**src/rtl/mem_arbiter.sv**
```systemverilog
// Two-port (fetch/data) arbiter in front of a single-port memory, with per-transaction timeout.
// Define MEM_ARB_RR_EN for round-robin between the ports; otherwise the data port has fixed priority.
module mem_arbiter #(
  parameter int unsigned TIMEOUT_CYCLES = 15
) (
  input  logic        clk_i,
  input  logic        rst_i,
  input  logic        i_req_i,
  input  logic [31:0] i_addr_i,
  output logic        i_gnt_o,
  output logic        i_valid_o,
  output logic [31:0] i_rdata_o,
  output logic        i_err_o,
  input  logic        d_req_i,
  input  logic        d_we_i,
  input  logic [63:0] d_addr_i,
  input  logic [63:0] d_wdata_i,
  output logic        d_gnt_o,
  output logic        d_valid_o,
  output logic        d_err_o,
  output logic [63:0] d_rdata_o,
  output logic        mem_req_o,
  output logic        mem_we_o,
  output logic [63:0] mem_addr_o,
  output logic [63:0] mem_wdata_o,
  input  logic        mem_ack_i,
  input  logic [63:0] mem_rdata_i,
  output logic        busy_o
);

  typedef enum logic [1:0] {
    S_IDLE = 2'd0,
    S_BUSY = 2'd1,
    S_RESP = 2'd2
  } state_t;

  localparam logic [7:0] LP_CNT_LAST = 8'(TIMEOUT_CYCLES - 1);

  state_t      r_state;
  state_t      w_state_nxt;
  logic [7:0]  r_cnt;
  logic        r_port_d;
  logic        r_we;
  logic [63:0] r_addr;
  logic [63:0] r_wdata;
  logic [63:0] r_rdata;
  logic        r_err;

  logic        w_pick_d;
  logic        w_gnt_i;
  logic        w_gnt_d;
  logic        w_timeout;
  logic        w_in_busy;
  logic        w_resp_i;
  logic        w_resp_d;

`ifdef MEM_ARB_RR_EN
  logic r_last_d;

  // Port selection: on contention, favour the port that was not served last.
  always_comb begin
    w_pick_d = 1'b0;
    if (d_req_i && i_req_i) begin
      w_pick_d = ~r_last_d;
    end else if (d_req_i) begin
      w_pick_d = 1'b1;
    end else begin
      w_pick_d = 1'b0;
    end
  end

  // Round-robin pointer: remembers which port received the most recent grant.
  always_ff @(posedge clk_i) begin
    if (rst_i) begin
      r_last_d <= 1'b0;
    end else if (w_gnt_d) begin
      r_last_d <= 1'b1;
    end else if (w_gnt_i) begin
      r_last_d <= 1'b0;
    end else begin
      r_last_d <= r_last_d;
    end
  end
`else
  // Fixed priority: the data port wins whenever it requests.
  assign w_pick_d = d_req_i;
`endif

  assign w_timeout = (r_cnt == LP_CNT_LAST);

  // Next-state and grant decode; grants are held off during reset so no requester loses its grant.
  always_comb begin
    w_state_nxt = r_state;
    w_gnt_i     = 1'b0;
    w_gnt_d     = 1'b0;
    case (r_state)
      S_IDLE: begin
        if (!rst_i && (i_req_i || d_req_i)) begin
          w_gnt_d     = w_pick_d;
          w_gnt_i     = ~w_pick_d;
          w_state_nxt = S_BUSY;
        end else begin
          w_state_nxt = S_IDLE;
        end
      end
      S_BUSY: begin
        if (mem_ack_i || w_timeout) begin
          w_state_nxt = S_RESP;
        end else begin
          w_state_nxt = S_BUSY;
        end
      end
      S_RESP:  w_state_nxt = S_IDLE;
      default: w_state_nxt = S_IDLE;
    endcase
  end

  // State register.
  always_ff @(posedge clk_i) begin
    if (rst_i) begin
      r_state <= S_IDLE;
    end else begin
      r_state <= w_state_nxt;
    end
  end

  // Transaction datapath: capture request on grant, count BUSY cycles, latch response.
  always_ff @(posedge clk_i) begin
    if (rst_i) begin
      r_cnt    <= 8'd0;
      r_port_d <= 1'b0;
      r_we     <= 1'b0;
      r_addr   <= 64'd0;
      r_wdata  <= 64'd0;
      r_rdata  <= 64'd0;
      r_err    <= 1'b0;
    end else begin
      case (r_state)
        S_IDLE: begin
          r_cnt   <= 8'd0;
          r_rdata <= 64'd0;
          r_err   <= 1'b0;
          if (w_gnt_d) begin
            r_port_d <= 1'b1;
            r_we     <= d_we_i;
            r_addr   <= d_addr_i;
            r_wdata  <= d_wdata_i;
          end else if (w_gnt_i) begin
            r_port_d <= 1'b0;
            r_we     <= 1'b0;
            r_addr   <= {32'd0, i_addr_i};
            r_wdata  <= 64'd0;
          end else begin
            r_port_d <= r_port_d;
            r_we     <= r_we;
            r_addr   <= r_addr;
            r_wdata  <= r_wdata;
          end
        end
        S_BUSY: begin
          r_cnt <= r_cnt + 8'd1;
          // An ack arriving in the timeout cycle still completes normally.
          if (mem_ack_i) begin
            r_rdata <= r_we ? 64'd0 : mem_rdata_i;
            r_err   <= 1'b0;
          end else if (w_timeout) begin
            r_rdata <= 64'd0;
            r_err   <= 1'b1;
          end else begin
            r_rdata <= r_rdata;
            r_err   <= r_err;
          end
        end
        default: begin
          r_cnt   <= r_cnt;
          r_rdata <= r_rdata;
          r_err   <= r_err;
        end
      endcase
    end
  end

  assign w_in_busy = (r_state == S_BUSY);
  assign w_resp_i  = (r_state == S_RESP) && !r_port_d;
  assign w_resp_d  = (r_state == S_RESP) &&  r_port_d;

  assign i_gnt_o     = w_gnt_i;
  assign d_gnt_o     = w_gnt_d;
  assign busy_o      = (r_state != S_IDLE);

  assign mem_req_o   = w_in_busy;
  assign mem_we_o    = w_in_busy & r_we;
  assign mem_addr_o  = w_in_busy ? r_addr  : 64'd0;
  assign mem_wdata_o = w_in_busy ? r_wdata : 64'd0;

  assign i_valid_o   = w_resp_i;
  assign i_err_o     = w_resp_i & r_err;
  assign i_rdata_o   = w_resp_i ? r_rdata[31:0] : 32'd0;
  assign d_valid_o   = w_resp_d;
  assign d_err_o     = w_resp_d & r_err;
  assign d_rdata_o   = w_resp_d ? r_rdata : 64'd0;

endmodule
```
**config.mk**
```make
export PLATFORM = sky130hd
export DESIGN_NAME = mem_arbiter
export DESIGN_NICKNAME = d
export VERILOG_FILES = /design/src/rtl/mem_arbiter.sv
export SDC_FILE = /design/constraint.sdc
export NUM_CORES = 1
export LEC_CHECK = 0
export BUFFER_PORTS_ARGS = -buffer_cell sky130_fd_sc_hd__buf_4
export CORE_AREA = 2 2 178 180
export CTS_CLUSTER_DIAMETER = 150
export DETAILED_ROUTE_END_ITERATION = 8
export DIE_AREA = 0 0 180 182
export PLACE_DENSITY = 0.65
export SLEW_MARGIN = 0
export SYNTH_ARGS = -nofsm -noshare
export SYNTH_HDL_FRONTEND = slang
export SYNTH_SLANG_ARGS = --single-unit
```
**constraint.sdc**
```tcl
create_clock -name clk_i -period 3.5 [get_ports clk_i]
set_input_delay 0.7 -clock clk_i [delete_from_list [all_inputs] [get_ports clk_i]]
set_output_delay 0.7 -clock clk_i [all_outputs]
set_load 0.01 [all_outputs]
```
After elaboration in Yosys (flattened, before gate mapping)
Index checks and enable logic that the tools add are counted.
{"block": "totals", "ff_bits": 205, "input_bits": 230, "output_inout_bits": 233, "elab_cells": 56}
{"block": "classes", "add_sub_neg": 1, "n_eq_ne": 4, "muxes": 26, "n_bitwise": 4, "n_reduce_logical": 13}
{"op": "two-way mux 64 bit", "n": 10}
{"op": "case mux 64 bit (2 select lines)", "n": 1}
{"op": "two-way mux 32 bit", "n": 1}
{"op": "case mux 8 bit (2 select lines)", "n": 1}
{"op": "two-way mux 1 bit", "n": 10}
{"op": "adder 8 x 1 -> 8 bit (second input constant)", "n": 1}
{"op": "equality test 8 x 4 -> 1 bit (second input constant)", "n": 1}
{"op": "nonzero test 2 bit", "n": 3}
{"op": "case mux 2 bit (2 select lines)", "n": 1}
{"op": "AND reduction 2 bit", "n": 2}
{"op": "AND 1 bit", "n": 3}
{"op": "logical AND 1 bit", "n": 3}
{"op": "inequality test 3 bit (second input constant)", "n": 1}
{"op": "equality test 2 x 1 -> 1 bit (second input constant)", "n": 1}
{"op": "equality test 2 bit (second input constant)", "n": 1}
{"op": "logical NOT 1 bit", "n": 2}
{"op": "logical NOT 2 bit", "n": 1}
{"op": "logical OR 1 bit", "n": 2}
{"op": "two-way mux 2 bit", "n": 1}
{"op": "case mux 1 bit (2 select lines)", "n": 1}
{"op": "NOT 1 bit", "n": 1}

Longest topological paths before layout
{"block": "depth", "depth_word": 6, "mapped_depth": 8, "mapped_depth_nobuf": 5}

Worst setup path after synthesis
Ideal clock, no wire load.
{"block": "synth_timing", "path_type": "input-to-output", "start": "input port rst_i", "end": "output port i_gnt_o", "arrival_ns": 1.956, "required_ns": 2.800, "path_slack_ns": 0.844, "cell_stages": 6, "n_path_buf": 4, "cell_sequence": "buf_2 -> or4b_1 -> clkbuf_1 -> clkbuf_1 -> buf_2 -> nor2_1"}
{"block": "synth_via", "elab_chain_len": 4}
{"item": "start, declared", "line_no": "7", "source": "input logic rst_i,"}
{"item": "logical NOT 1 bit", "line_no": "98", "source": "if (!rst_i && (i_req_i || d_req_i)) begin"}
{"item": "logical AND 1 bit", "line_no": "98"}
{"item": "two-way mux 1 bit", "line_no": "98"}
{"item": "two-way mux 1 bit", "line_no": "96", "source": "case (r_state)"}
{"item": "end, declared", "line_no": "10", "source": "output logic i_gnt_o,"}
Every way passes these cells.

Worst setup path in the final report
{"block": "layout_timing", "start": "register r_state[1]", "end": "output port d_rdata_o[52]"}
{"block": "layout_via", "elab_chain_len": 3}
{"item": "start, declared", "line_no": "39", "source": "state_t r_state;"}
{"item": "start signal, assigned", "line_no": "123", "source": "r_state <= w_state_nxt;"}
{"item": "equality test 2 bit", "line_no": "185", "source": "assign w_resp_d = (r_state == S_RESP) && r_port_d;"}
{"item": "logical AND 1 bit", "line_no": "185"}
{"item": "two-way mux 64 bit", "line_no": "201", "source": "assign d_rdata_o = w_resp_d ? r_rdata : 64'd0;"}
{"item": "end, declared", "line_no": "21", "source": "output logic [63:0] d_rdata_o,"}
Every way passes these cells.

==> metrics.yaml <==
final_layout:
  final_cells: 2090
  drive_gt1_share_pct: 31.71
  fillers: 3071
  syn_to_final_growth_pct: 44.28
  nets: 1904
clocking:
  cts_buffer_depth: 3
  ctsRootBufferMaster: "clkbuf_16"
  ctsHoldBuffers: 0
  post_cts_buffers: 0
  cts_max_level: 1
  numCtsBuffers: 25
  cts_tree: "built"
  clk_latency_ns: 0.53
  cts_sinks: 205
  clkTransAtPathRegs_ns: 0.06
  post_cts_resized: 0
drt:
  avgRoutedWirePerCell_um: 17.44
  dr.pass1.iters: 5
  drt_iter0_drc: 671
  drt_wl_total_mm: 36.45
  via_per_inst: 5.157
  drc_errors: 0
  antenna_left: 0
  vias: 10778
logic_synthesis:
  synth_edf_count: 0
  synth_warnings: 0
  syn_area_sq_um: 10020
  synth_cells: 1305
  ys_seq_area_share_pct: 40.94
  yosys_register_bits: 205
  netlist_top_cells_area: "dfxtp_1 (41%), and2_1 (14%), nand2_1 (8.5%)"
  async_reset_ff_share_pct: 0
  ys.flop_type: "dfxtp_1"
  yosys.area.top_type: "dfxtp_1"
  synth.top_cell.area_share_pct: 40.94
  yosys-top-cells-count: "and2_1 (228), nand2_1 (228), dfxtp_1 (205)"
  syn-num-nets: 1537
  syn_avg_cell_area_sq_um: 7.681
  synth_cell_types: 39
sta:
  slew_headroom_pct: 41.26
  fin_skew_ns: 0.007481
  tightest_slew_ns: 0.8810
  hold_viol: 0
  min_period_ns: 2.920
  fmax_mhz: 342.4
  rsz0062_at_grt: "false"
  final.setup.tns_ns: 0
  slew_viol_final: 0
  setup_ws_ns: 0.5797
  hold_ws_ns: 0.3976
  setup_viol_count_final: 0
  fin_crit_sh_pct: 83.44
critical_path:
  cp_slowest_cell: "buf_4"
  crit_path_max_incr_delay_ns: 0.41
  crit_path_max_fanout: 66
  crit_type: "register to primary output"
  end_kind: "primary output"
  path_common_cell: "buf_4"
  startpoint_type: "register"
  cp.required_ns: 2.80
  arrival_ns: 2.22
  path_cells: "buf_4, and3b_1, buf_4, and2_1, buf_4"
power_and_ir_drop:
  ir_worst_vdd_mv: 0.3429
  fin_total_pwr_w: 0.005740
  leakage_nw: 5.964
  power_density_nw_per_um2: 396.9
die:
  initial_utilization_pct: 32.35
  die_y_um: 182
  rows: 65
  ios: 463
  fp.dieW_um: 180
  core-area_sq_um: 30990
  dieArea_sq_um: 32760
grt:
  antenna_found_initial: 1
  grt_pass1_vias: 10338
  track_usage_pct: 20.88
  gr-total-overflow: 0
  grt_pass1_wl_mm: 56.89
  grt_max_degree: 163
placed_design:
  globalplace.congestion: 0.8386
  port_buffers: 462
  place_inst: 2047
  pre_cts_slack_ns: 1.121
  place_hpwl_mm: 24.09
worst_hold_path:
  min_path_type: "primary input to register"
job:
  maxCapViolCount: 0
run_status:
  outcome: "completed"
layout make-up:
cell class	count	area (sq um)	area share (%)
Multi-Input combinational cell	953	5360	37.07
Antenna cell	1	2.502	0.01730
Tap cell	402	503.0	3.478
Clock inverter	6	65.06	0.4499
Inverter	4	16.27	0.1125
Timing Repair Buffer	483	3692	25.53
Sequential cell	205	4105	28.39
Clock buffer	36	716.9	4.958
cells by family after synthesis:
| kind of cell | count (synthesis) | synth area share [%] |
|---|---|---|
| xor+xnor | 2 | 0.1748 |
| fa+ha+maj | 2 | 0.2496 |
| buf+inv | 147 | 6.129 |
| flops | 205 | 40.94 |
| mux | 1 | 0.09987 |
| compound gates | 303 | 19.75 |
| simple gates | 645 | 32.66 |
where the power goes:
part	total [W]	switching (W)	leakage, nW	internal [W]
Sequential	0.00250	0.0000605	1.67	0.00244
Combinational	0.000733	0.000405	3.91	0.000328
Clock	0.00251	0.00102	0.382	0.00148
registers in the layout, summed over array words and instances (netlist names):
name	cells
r_err	1
r_port_d	1
r_rdata	64
r_addr	64
r_we	1
r_state	2
r_cnt	8
r_wdata	64
layer usage:
layer  track usage [%]  wire length (um)  vias up  share of wire, %
met5                 0                 0        -                 0
met4             6.764               945        0               2.6
met3             5.736              3186       56               8.7
met2             34.76             17270      454                47
met1             26.15             15050     5000                41
li1                  -                 -     5268                 -
placed cells by master (no fill, tap or decap), drive strengths merged, types with 3 or more instances in the layout:
cell type	instances
clkinv	4
dfxtp	205
clkbuf	36
o2111ai	64
inv	4
buf	483
o21ai	36
a31oi	32
and2	228
nor2b	3
or3	3
a21oi	101
o211ai	64
nor2	5
nand2	228
nand3	163
through the flow:
step | cell area [sq um] | util [%]
finish | 14460 | 46.67
detailed placement | 13680 | 44.14
CTS | 14460 | 46.66
floorplan | 10020 | -
global placement | 13680 | 44.14
global route | 14460 | 46.67
critical path: cells and delay by family, from the launching register on:
kind	cells	cell delay (ns)
simple gates	2	0.42
buf+inv	3	0.84
flops	1	0.38
path summary, 6_finish.rpt:
kind / startpoint / end / slack, ns / cells after the start
setup / recovery: r_state[1] / d_rdata_o[52] / 0.58 / 5
hold / removal: mem_rdata_i[9] / r_rdata[9] / 0.40 / 3
setup reg to reg: r_cnt[1] / r_rdata[28] / 1.27 / 5
hold reg to reg: r_wdata[14] / r_wdata[14] / 0.46 / 2
Power figures use the tool's default switching activity.
